<file path="config.mk">
export PLATFORM = sky130hd
export DESIGN_NAME = motion_ctrl
export DESIGN_NICKNAME = d
export VERILOG_FILES = /design/src/rtl/motion_ctrl.sv
export SDC_FILE = /design/constraint.sdc
export NUM_CORES = 1
export LEC_CHECK = 0
export CAP_MARGIN = 20
export CORE_MARGIN = 2
export CORE_UTILIZATION = 40
export DETAILED_ROUTE_END_ITERATION = 16
export DONT_BUFFER_PORTS = 1
export SLEW_MARGIN = 20
export SYNTH_ARGS = -nofsm -noshare
export SYNTH_HDL_FRONTEND = slang
export SYNTH_SLANG_ARGS = --single-unit
</file>
<file path="constraint.sdc">
create_clock -name clk -period 2.46 [get_ports clk]
set_clock_uncertainty 0.05 [all_clocks]
set_input_delay 0.369 -clock clk [delete_from_list [all_inputs] [get_ports clk]]
set_output_delay 0.369 -clock clk [all_outputs]
set_load 0.02 [all_outputs]
</file>
<file path="src/rtl/motion_ctrl.sv">
// Car drive-command stage: mode/motion FSM (manual, obstacle-avoid auto, 8-step dance)
// producing per-wheel direction bits and PWM enables from single-cycle command pulses.
module motion_ctrl #(
  parameter int unsigned PWM_PERIOD  = 100,
  parameter int unsigned PWM_DUTY    = 60,
  parameter int unsigned TURN_CYCLES = 5000,
  parameter int unsigned BACK_CYCLES = 5000,
  parameter int unsigned DANCE_STEP  = 10000
) (
  input  logic       clk,
  input  logic       rst_n,
  input  logic       forward_op,
  input  logic       backward_op,
  input  logic       left_op,
  input  logic       right_op,
  input  logic       auto_op,
  input  logic       dance_op,
  input  logic       obstacle,
  output logic [1:0] mode,
  output logic [2:0] motion,
  output logic       dir_l,
  output logic       dir_r,
  output logic       pwm_l,
  output logic       pwm_r
);

  localparam int unsigned MAX_TB = (TURN_CYCLES > BACK_CYCLES) ? TURN_CYCLES : BACK_CYCLES;
  localparam int unsigned MAX_C  = (MAX_TB > DANCE_STEP) ? MAX_TB : DANCE_STEP;
  localparam int unsigned TW     = $clog2(MAX_C + 1);
  localparam int unsigned PW     = $clog2(PWM_PERIOD);

  typedef enum logic [1:0] {
    MODE_MANUAL = 2'd0,
    MODE_AUTO   = 2'd1,
    MODE_DANCE  = 2'd2
  } mode_e;

  typedef enum logic [2:0] {
    MOT_STOP   = 3'd0,
    MOT_FWD    = 3'd1,
    MOT_BWD    = 3'd2,
    MOT_SPIN_L = 3'd3,
    MOT_SPIN_R = 3'd4
  } motion_e;

  typedef enum logic [1:0] {
    AUTO_DRIVE = 2'd0,
    AUTO_BACK  = 2'd1,
    AUTO_TURN  = 2'd2
  } auto_e;

  mode_e          mode_q, mode_d;
  motion_e        motion_q, motion_d;
  motion_e        saved_q, saved_d;
  auto_e          auto_q, auto_d;
  logic           spin_q, spin_d;
  logic [2:0]     step_q, step_d;
  logic [TW-1:0]  timer_q, timer_d;
  logic [PW-1:0]  pwm_cnt_q, pwm_cnt_d;
  logic           dir_l_q, dir_l_d, dir_r_q, dir_r_d;
  logic           pwm_l_q, pwm_r_q, pwm_on_d;

  function automatic motion_e dance_motion(input logic [2:0] s);
    case (s)
      3'd0:    dance_motion = MOT_FWD;
      3'd1:    dance_motion = MOT_SPIN_L;
      3'd2:    dance_motion = MOT_BWD;
      3'd3:    dance_motion = MOT_SPIN_R;
      3'd4:    dance_motion = MOT_FWD;
      3'd5:    dance_motion = MOT_SPIN_R;
      3'd6:    dance_motion = MOT_BWD;
      default: dance_motion = MOT_SPIN_L;
    endcase
  endfunction

  function automatic logic is_spin(input motion_e m);
    is_spin = (m == MOT_SPIN_L) || (m == MOT_SPIN_R);
  endfunction

  always_ff @(posedge clk or negedge rst_n) begin
    if (!rst_n) begin
      mode_q    <= MODE_MANUAL;
      motion_q  <= MOT_STOP;
      saved_q   <= MOT_STOP;
      auto_q    <= AUTO_DRIVE;
      spin_q    <= 1'b0;
      step_q    <= '0;
      timer_q   <= '0;
      pwm_cnt_q <= '0;
      dir_l_q   <= 1'b0;
      dir_r_q   <= 1'b0;
      pwm_l_q   <= 1'b0;
      pwm_r_q   <= 1'b0;
    end else begin
      mode_q    <= mode_d;
      motion_q  <= motion_d;
      saved_q   <= saved_d;
      auto_q    <= auto_d;
      spin_q    <= spin_d;
      step_q    <= step_d;
      timer_q   <= timer_d;
      pwm_cnt_q <= pwm_cnt_d;
      dir_l_q   <= dir_l_d;
      dir_r_q   <= dir_r_d;
      pwm_l_q   <= pwm_on_d;
      pwm_r_q   <= pwm_on_d;
    end
  end

  // Mode/motion next state; mode pulses pre-empt direction pulses
  always_comb begin
    mode_d   = mode_q;
    motion_d = motion_q;
    saved_d  = saved_q;
    auto_d   = auto_q;
    spin_d   = spin_q;
    step_d   = step_q;
    timer_d  = timer_q;

    if (dance_op || auto_op) begin
      timer_d = '0;
      step_d  = '0;
      spin_d  = 1'b0;
      auto_d  = AUTO_DRIVE;
      if (dance_op) begin
        mode_d   = (mode_q == MODE_DANCE) ? MODE_MANUAL : MODE_DANCE;
        motion_d = (mode_q == MODE_DANCE) ? MOT_STOP : MOT_FWD;
      end else begin
        mode_d   = (mode_q == MODE_AUTO) ? MODE_MANUAL : MODE_AUTO;
        motion_d = (mode_q == MODE_AUTO) ? MOT_STOP : MOT_FWD;
      end
    end else begin
      case (mode_q)
        MODE_MANUAL: begin
          if (forward_op || backward_op) begin
            spin_d  = 1'b0;
            timer_d = '0;
            if (forward_op) motion_d = (motion_q == MOT_FWD) ? MOT_STOP : MOT_FWD;
            else            motion_d = (motion_q == MOT_BWD) ? MOT_STOP : MOT_BWD;
          end else if (left_op || right_op) begin
            // A spin interrupting a spin keeps the motion saved by the first one
            if (!spin_q) saved_d = is_spin(motion_q) ? MOT_STOP : motion_q;
            motion_d = left_op ? MOT_SPIN_L : MOT_SPIN_R;
            spin_d   = 1'b1;
            timer_d  = '0;
          end else if (spin_q) begin
            if (timer_q == TW'(TURN_CYCLES - 1)) begin
              motion_d = saved_q;
              spin_d   = 1'b0;
              timer_d  = '0;
            end else begin
              timer_d = timer_q + TW'(1);
            end
          end
        end
        MODE_AUTO: begin
          case (auto_q)
            AUTO_DRIVE: begin
              if (obstacle) begin
                auto_d   = AUTO_BACK;
                motion_d = MOT_BWD;
                timer_d  = '0;
              end
            end
            AUTO_BACK: begin
              if (timer_q == TW'(BACK_CYCLES - 1)) begin
                auto_d   = AUTO_TURN;
                motion_d = MOT_SPIN_R;
                timer_d  = '0;
              end else begin
                timer_d = timer_q + TW'(1);
              end
            end
            default: begin
              if (timer_q == TW'(TURN_CYCLES - 1)) begin
                auto_d   = AUTO_DRIVE;
                motion_d = MOT_FWD;
                timer_d  = '0;
              end else begin
                timer_d = timer_q + TW'(1);
              end
            end
          endcase
        end
        MODE_DANCE: begin
          if (timer_q == TW'(DANCE_STEP - 1)) begin
            step_d   = step_q + 3'd1;
            motion_d = dance_motion(step_q + 3'd1);
            timer_d  = '0;
          end else begin
            timer_d = timer_q + TW'(1);
          end
        end
        default: begin
          mode_d   = MODE_MANUAL;
          motion_d = MOT_STOP;
          timer_d  = '0;
          step_d   = '0;
          spin_d   = 1'b0;
        end
      endcase
    end
  end

  // Wheel outputs track the motion being registered so they line up with motion
  always_comb begin
    pwm_cnt_d = (pwm_cnt_q == PW'(PWM_PERIOD - 1)) ? '0 : pwm_cnt_q + PW'(1);
    pwm_on_d  = (motion_d != MOT_STOP) && (32'(pwm_cnt_q) < PWM_DUTY);
    dir_l_d   = 1'b0;
    dir_r_d   = 1'b0;
    case (motion_d)
      MOT_FWD:    begin dir_l_d = 1'b1; dir_r_d = 1'b1; end
      MOT_SPIN_L: begin dir_l_d = 1'b0; dir_r_d = 1'b1; end
      MOT_SPIN_R: begin dir_l_d = 1'b1; dir_r_d = 1'b0; end
      default:    begin dir_l_d = 1'b0; dir_r_d = 1'b0; end
    endcase
  end

  assign mode   = mode_q;
  assign motion = motion_q;
  assign dir_l  = dir_l_q;
  assign dir_r  = dir_r_q;
  assign pwm_l  = pwm_l_q;
  assign pwm_r  = pwm_r_q;

endmodule
</file>
# After elaboration in Yosys (flattened, before gate mapping)
# Index checks and enable logic that the tools add are counted.
[word_totals]
output_inout_bits = 9
wordCells = 119
ff_bits = 38
input_bits = 9
[op_classes]
reduce_logical = 23
bitwise = 3
eq_ne = 26
mux = 52
order_cmp = 1
n_addsub = 3
[op_table]
columns = ["operator", "n"]
rows = [
  ["$mux 14", 8],
  ["$pmux 14 s3", 1],
  ["$mux 3", 13],
  ["$mux 2", 11],
  ["$pmux 3 s3", 2],
  ["$eq 3x2->1 const B", 5],
  ["$eq 3x3->1 const B", 5],
  ["$add 14x1->14 const B", 1],
  ["$eq 14x13->1 const B", 1],
  ["$eq 14x14->1 const B", 1],
  ["$reduce_or 2->1", 7],
  ["$mux 1", 12],
  ["$pmux 3 s2", 2],
  ["$add 7x1->7 const B", 1],
  ["$eq 7x7->1 const B", 1],
  ["$lt 7x6->1 const B", 1],
  ["$mux 7", 1],
  ["$eq 3x1->1 const B", 2],
  ["$ne 2x1->1 const B", 3],
  ["$ne 3x3->1 const B", 2],
  ["$reduce_bool 3->1", 2],
  ["$ne 5x5->1 const B", 1],
  ["$reduce_and 5->1", 1],
  ["$eq 2x1->1 const B", 2],
  ["other kinds (15)", 22],
]

# Depth between registers and ports, before layout
# Gate-level depths: netlist of the first run.
[logic_depth]
depth_word = 10
depth_mapped = 10
depth_no_buf = 8

# Worst setup path after synthesis of the first run
# No wires, ideal clock.
[synth_timing]
path_type = "reg-to-reg"
startpoint = "register mode_q[1], in the netlist mode[1]"
endpoint = "register timer_q[5]"
synth_period_minus_slack_ns = 2.435
stages_incl_launch_ff = 11
setup_ns = 0.130
arrival_ns = 2.255
path_buffers = 2
path_slack_ns = 0.025
required_time_ns = 2.280
cell_sequence = "dfrtp_1 > inv_1 > ha_1 > clkbuf_1 > or4b_2 > o41ai_1 > and2_1 > clkbuf_1 > nor3_1 > xnor2_1 > nor2_1"
[synth_between]
elab_chain_len = 3
word_cells_on_any_way = 8
classes_between = "4 x eq/ne; 2 x mux; 2 x reduce/logical"
[synth_rtl]
columns = ["element", "line", "source"]
rows = [
  ["start: declaration", "52", "mode_e mode_q, mode_d;"],
  ["start signal: assignment", "95", "mode_q <= mode_d;"],
  ["$eq 2x2->1, or another cell as far along", "133", "case (mode_q)"],
  ["$pmux 14 s3, or another cell as far along", "133", ""],
  ["$mux 14 or $reduce_and 2->1 (tied branches)", "n/a", ""],
  ["end signal: assignment", "101", "timer_q <= timer_d;"],
  ["end: declaration", "58", "logic [TW-1:0] timer_q, timer_d;"],
]
# Several ways; a longest one is shown, not always the timed one.
# A chain may end at the register's enable or synchronous reset.

# Final worst setup path of the first run
[layout_timing]
startpoint = "register timer_q[5]"
endpoint = "register pwm_r_q, in the netlist pwm_r"
[layout_between]
elab_chain_len = 9
word_cells_on_any_way = 14
classes_between = "2 x eq/ne; 10 x mux; 2 x reduce/logical"
[layout_rtl]
columns = ["element", "line", "source"]
rows = [
  ["$eq 14x13->1", "147, 166, 175", ""],
  ["$mux 3", "147", "if (timer_q == TW'(TURN_CYCLES - 1)) begin"],
  ["$mux 3", "146", "end else if (spin_q) begin"],
  ["$mux 3", "140", "end else if (left_op || right_op) begin"],
  ["$mux 3", "135", "if (forward_op || backward_op) begin"],
  ["$pmux 3 s3 (*)", "133", ""],
  ["$mux 3 (*)", "120", "if (dance_op || auto_op) begin"],
  ["net motion_d[1]", "53", "motion_e motion_q, motion_d;"],
  ["$reduce_bool 3->1 (*)", "208", "pwm_on_d = (motion_d != MOT_STOP) && (32'(pwm_cnt_q) < PWM_DUTY);"],
  ["$logic_and 1x1->1 (*)", "208", ""],
  ["net pwm_on_d", "61", "logic pwm_l_q, pwm_r_q, pwm_on_d;"],
  ["end signal: assignment", "106", "pwm_r_q <= pwm_on_d;"],
  ["end: declaration", "61", ""],
]
# The timed path passes the listed nets; every way through them passes the cells marked *.

==> results of run 1 <==
-- worst reg2reg max path: cells and delay by family, from the launching register on --
family / cells / cell delay (ns)
simple gates: 2 / 0.91
compound gates: 3 / 0.62
flops: 1 / 0.43
mux: 1 / 0.21
-- through the flow --
step                area, µm²  hold slack (ns)
floorplan                2350           0.0234
global placement         2520           0.0250
detailed placement       2520           0.0251
CTS                      2630           0.0801
global route             2640           0.0737
finish                   2640           0.0857
-- where the power goes --
part,leakage [nW],switching [W],internal (W),total [W]
sequential,0.501,0.0000403,0.000647,0.000687
combinational,0.512,0.0000879,0.0000656,0.000154
clock,0.0438,0.000223,0.000190,0.000413
-- cells in the mapped netlist, types with 3 or more instances --
cell type / instances
a41oi_1: 4
xnor2_1: 7
nor3_1: 3
inv_1: 12
nand2_1: 26
nand4_1: 6
ha_1: 10
nand3_1: 9
mux2i_1: 6
xor2_1: 6
o21bai_1: 4
a21oi_1: 12
o21ai_0: 14
or3_1: 3
nand2b_1: 5
dfrtp_1: 38
and2_1: 4
mux2_2: 3
clkbuf_1: 5
nor3b_1: 3
nor2_1: 25
-- area by class of cell --
class	instances	area, µm²	share of cell area
Clock inverter	2	10.0	0.00379
Tap cell	72	90.1	0.0341
Sequential cell	38	951	0.360
Multi-Input combinational cell	196	1340	0.508
Clock buffer	5	68.8	0.0261
Inverter	12	45.0	0.0171
Timing Repair Buffer	16	135	0.0512
-- flip-flops by register name (all words and copies together) (netlist names) --
name       count
pwm_r          1
step_q         3
timer_q       14
saved_q        3
pwm_cnt_q      7
mode           2
auto_q         2
dir_r          1
spin_q         1
dir_l          1
motion         3
-- layer usage --
| metal | up-vias | track usage |
|---|---|---|
| met3 | 7 | 0.0438 |
| met1 | 896 | 0.264 |
| met2 | 33 | 0.277 |
| met4 | 0 | 0.0593 |
| li1 | 950 | - |
| met5 | - | 0 |
-- cell families after synthesis --
kind of cell | Yosys count
flops | 38
fa+ha+maj | 10
simple gates | 105
compound gates | 59
xor+xnor | 13
mux | 9
buf+inv | 18
-- cells in the final DEF (no fill, tap or decap), types with 2 or more instances in the layout --
| master | count |
|---|---|
| o21bai_1 | 4 |
| and4_2 | 2 |
| nand2_1 | 26 |
| clkinv_2 | 2 |
| nor3b_1 | 3 |
| dfrtp_1 | 38 |
| o41ai_2 | 2 |
| nor2b_1 | 2 |
| nor3_1 | 3 |
| buf_4 | 14 |
| and2_1 | 3 |
| or3b_2 | 2 |
| xor2_1 | 6 |
| mux2i_1 | 6 |
| inv_1 | 12 |
| ha_1 | 10 |
| nand2b_1 | 5 |
| xnor2_1 | 7 |
| o22ai_1 | 2 |
| a211oi_1 | 2 |
| clkbuf_8 | 5 |
| nand4b_1 | 2 |
| and3_1 | 2 |
| a41oi_1 | 4 |
| or3_1 | 3 |
| a211o_1 | 2 |
| mux2_2 | 3 |
| nor2_1 | 25 |
| nand4_1 | 6 |
| nand3_1 | 9 |
| a21oi_1 | 12 |
| o21ai_0 | 14 |
-- path summary, 6_finish.rpt --
path / from / end / slack, ns / depth (start not counted)
worst min-delay path: dance_op / mode[0] / 0.09 / 1
max in group asynchronous: rst_n / dir_r / 1.63 / 2
worst max-delay path: timer_q[5] / pwm_r / 0.14 / 6
min in group asynchronous: rst_n / motion[2] / 0.55 / 2
worst min register to register: pwm_cnt_q[0] / pwm_cnt_q[0] / 0.42 / 1
worst max register to register: timer_q[5] / pwm_r / 0.14 / 6
-- what timing repair did --
action	CTS	global route
hold endpoints to repair	38	0
endpoints found under the setup margin	0	15
gates resized for setup	0	2
hold buffers	2	0
==> impl_metrics.env, run 1 <==
export IMPL_status="complete, no violations"
export IMPL_worstMarginPinSlew_ns=0.571
export IMPL_period_share=0.942
export IMPL_end_kind="flop"
export IMPL_irDropWorstVdd_v=0.000308
export IMPL_cts_tree="yes"
export IMPL_final_max_slew_viol_count=0
export IMPL_track_usage=0.185
export IMPL_synth_compound_area_frac=0.177
export IMPL_clockRootBuffer="clkbuf_8"
export IMPL_vias_per_cell=5.53
export IMPL_placed_cells=332
export IMPL_cts_sinks=38
export IMPL_post_route_min_period_ns=2.32
export IMPL_overflow=0
export IMPL_setup_viol=0
export IMPL_die_y_um=80.7
export IMPL_syn_area_per_cell_um2=9.34
export IMPL_slowest_stage="or4_4"
export IMPL_synth_top_area_cell="dfrtp_1"
export IMPL_path_clk_slew_ns=0.08
export IMPL_netlist_area_um2=2350
export IMPL_hold_path_class="input port to flop"
export IMPL_num_io_pins=18
export IMPL_critPathArrivalTime_ns=2.45
export IMPL_tns_ns=0
export IMPL_core_um2=5610
export IMPL_cp_max_fo=4
export IMPL_finalWirelength_um=5320
export IMPL_yosys_area_share_adder=0.0531
export IMPL_cap_violations=0
export IMPL_grt_pass1_wl_um=9260
export IMPL_htree_levels=2
export IMPL_finalNonFillerCells=341
export IMPL_start_kind="flop"
export IMPL_die_w_um=80.7
export IMPL_relSlewSlack=0.617
export IMPL_num_vias=1886
export IMPL_drc=0
export IMPL_cp_required_ns=2.60
export IMPL_synth_top_family_by_area="simple AND/OR/NAND/NOR gates"
export IMPL_ys_async_sr_fraction=1.00
export IMPL_worstPathCellList="or4_4 > nor4_4 > mux2i_1 > o21ai_0 > a41o_1 > o31a_1"
export IMPL_place_hpwl_um=3850
export IMPL_dp_slack_ns=0.105
export IMPL_port_buffer_count=0
export IMPL_met3_length_um=231
export IMPL_synthFlopType="dfrtp_1"
export IMPL_wl_met2_um=2320
export IMPL_place_congestion=0.848
export IMPL_power_density_nw_per_um2=475
export IMPL_grt_pass1_vias=1905
export IMPL_clock_fmax_mhz=432
export IMPL_area_delta_synth_final_pct=12.2
export IMPL_grt_max_degree=39
export IMPL_filler_cell_count=546
export IMPL_drive_gt1_frac=0.149
export IMPL_fin_util=0.471
export IMPL_synth_fp_nets=271
export IMPL_rows=27
export IMPL_crit_buf_inv=0
export IMPL_firstDrtPassIters=4
export IMPL_synth_top_cell_area_share=0.404
export IMPL_finalHoldViolCount=0
export IMPL_wl_per_cell_um=15.6
export IMPL_nets=288
export IMPL_clk_path_buf_depth=2
export IMPL_cts_made_buffers=5
export IMPL_drt_iter0_markers=170
export IMPL_top_layer="met4"
export IMPL_ys_ff_latch=38
export IMPL_drt_met1_wl_um=2710
export IMPL_n_antenna_cell=0
export IMPL_synth_xor_area_share=0.0484
export IMPL_synth_edff_count=0
export IMPL_insertion_delay_ns=0.29
export IMPL_worst_path_largest_cell_delay_ns=0.58
export IMPL_antenna_found_initial=0
export IMPL_muxShareOfSynthArea=0.0399
export IMPL_p_leak_nw=1.06
export IMPL_ys_seq_area_frac=0.404
export IMPL_yosysWarnings=0
export IMPL_dieArea_um2=6520
export IMPL_synth_area_leaders="dfrtp_1 40%, ha_1 5.3%, nand2_1 4.1%, nor2_1 4.0%, o21ai_0 3.0%"
export IMPL_worst_slack_ns=0.143
export IMPL_synthCells=252
export IMPL_start_util=0.420
export IMPL_p_total_w=0.00125
export IMPL_synthSimpleGateAreaFrac=0.247
export IMPL_drtAntennaViolNets=0
export IMPL_postCtsSetupBuffers=0
export IMPL_synth_cell_types=60
export IMPL_criticalPathCategory="flop to flop"
export IMPL_path_delay_family="simple AND/OR/NAND/NOR gates"
Note: power is estimated with default switching activity, not from simulation.
==> run 2: changes to the inputs <==
- ABC_CLOCK_PERIOD_IN_PS: unset -> 2460
- REMOVE_ABC_BUFFERS: unset -> 1
- SETUP_SLACK_MARGIN: unset -> 0.05
==> run 2 against run 1 <==
Against the previous run:
- non-clock buffer count unchanged
- critical endpoint is now dir_l
- global-route usage down 0.32 points
- clock power is 57% higher
==> impl_metrics.env, run 2 (synthesized netlist as in run 1, its figures left out) <==
export IMPL_rows=27
export IMPL_path_clk_slew_ns=0.08
export IMPL_insertion_delay_ns=0.30
export IMPL_final_max_slew_viol_count=0
export IMPL_place_congestion=0.853
export IMPL_tns_ns=0
export IMPL_n_antenna_cell=0
export IMPL_rsz0062_at_grt="no"
export IMPL_irDropWorstVdd_v=0.000542
export IMPL_cp_required_ns=2.60
export IMPL_largest_register="timer_q"
export IMPL_htree_levels=2
export IMPL_fin_util=0.485
export IMPL_overflow=0
export IMPL_p_leak_nw=1.09
export IMPL_power_density_nw_per_um2=548
export IMPL_setup_viol=0
export IMPL_drtAntennaViolNets=0
export IMPL_firstDrtPassIters=4
export IMPL_dieArea_um2=6520
export IMPL_period_share=0.944
export IMPL_area_delta_synth_final_pct=15.5
export IMPL_criticalPathCategory="flop to flop"
export IMPL_die_y_um=80.7
export IMPL_drive_gt1_frac=0.170
export IMPL_final_cell_mix="36 x dfrtp_1, 26 x nand2_1, 25 x nor2_1, 14 x o21ai_0, 14 x buf_4"
export IMPL_end_kind="flop"
export IMPL_core_um2=5610
export IMPL_cts_sinks=38
export IMPL_place_hpwl_um=3840
export IMPL_largest_registers="timer_q x14, pwm_cnt_q x7"
export IMPL_clk_path_buf_depth=2
export IMPL_port_buffer_count=0
export IMPL_drt_iter0_markers=117
export IMPL_grt_max_degree=39
export IMPL_seq_area_um2=953
export IMPL_cp_max_fo=4
export IMPL_nets=288
export IMPL_post_route_min_period_ns=2.32
export IMPL_finalWirelength_um=5300
export IMPL_grt_pass1_wl_um=9000
export IMPL_start_kind="flop"
export IMPL_relSlewSlack=0.630
export IMPL_die_w_um=80.7
export IMPL_antenna_found_initial=0
export IMPL_worstMarginPinSlew_ns=0.551
export IMPL_vias_per_cell=5.70
export IMPL_cap_violations=0
export IMPL_multi_input_area_um2=1360
export IMPL_cts_made_buffers=5
export IMPL_r2r_setup_slack_ns=0.14
export IMPL_critPathArrivalTime_ns=2.47
export IMPL_status="complete, no violations"
export IMPL_filler_cell_count=556
export IMPL_wl_per_cell_um=15.5
export IMPL_track_usage=0.182
export IMPL_num_vias=1948
export IMPL_clockRootBuffer="clkbuf_8"
export IMPL_grt_pass1_vias=1780
export IMPL_cts_tree="yes"
export IMPL_hold_path_class="input port to flop"
export IMPL_start_util=0.420
export IMPL_drc=0
export IMPL_clock_fmax_mhz=431
export IMPL_num_io_pins=18
export IMPL_final_common_cell="dfrtp_1"
export IMPL_finalHoldViolCount=0
export IMPL_largest_reg_flops=14
-- run 2: final cells by class --
cell class,instances,area share
Multi-Input combinational cell,196,0.500
Sequential cell,38,0.351
Timing Repair Buffer,16,0.0497
Tap cell,72,0.0331
Clock buffer,5,0.0253
Clock inverter,3,0.0253
Inverter,12,0.0166
-- run 2: path summary, 6_finish.rpt --
check,cells after the start,start,to
min in group asynchronous,2,rst_n,pwm_cnt_q[0]
worst max register to register,6,timer_q[5],dir_l
worst min register to register,1,pwm_cnt_q[0],pwm_cnt_q[0]
worst min-delay path,1,dance_op,mode[0]
worst max-delay path,6,timer_q[5],dir_l
max in group asynchronous,2,rst_n,timer_q[3]
-- run 2: worst max-delay path: stages, from the launching register on --
cell and delay (ns):
dfrtp_1 0.43, or4_4 0.55, o41ai_2 0.31, o311ai_1 0.14, a311o_1 0.39, and3_1 0.17, o21ba_1 0.16
-- run 2: per-layer routing --
layer  vias up  GRT usage  wire length, µm  part of all wire
met4         0     0.0508               59             0.011
li1        958          -                -                 -
met1       930      0.257             2570              0.49
met2        55      0.277             2340              0.44
met3         5     0.0449              323             0.061
met5         -          0                0                 0
-- run 2: through the flow --
stage	std cells	instance area [µm²]	hold WS [ns]	total power [W]	worst slack, ns
finish	342	2720	0.0772	0.00149	0.137
global route	342	2720	0.0718	0.00155	0.0593
CTS	340	2680	0.0724	0.00150	0.0962
detailed placement	330	2510	0.0240	0.000832	0.129
global placement	330	2510	0.0240	0.000831	0.156
floorplan	246	2330	0.0234	0.000786	0.143
-- run 2: report_power, final --
part | total, W | leakage [nW] | switching (W) | internal, W
clock | 0.000650 | 0.0683 | 0.000244 | 0.000407
combinational | 0.000154 | 0.519 | 0.0000872 | 0.0000668
sequential | 0.000686 | 0.498 | 0.0000391 | 0.000647
total | 0.00149 | 1.09 | 0.000370 | 0.00112
-- run 2: what timing repair did --
action | in CTS | in global routing
gates resized for setup | 0 | 10
setup buffers | 0 | 2
setup endpoints to repair | 0 | 12
hold endpoints to repair | 38 | 0
hold buffers | 2 | 0
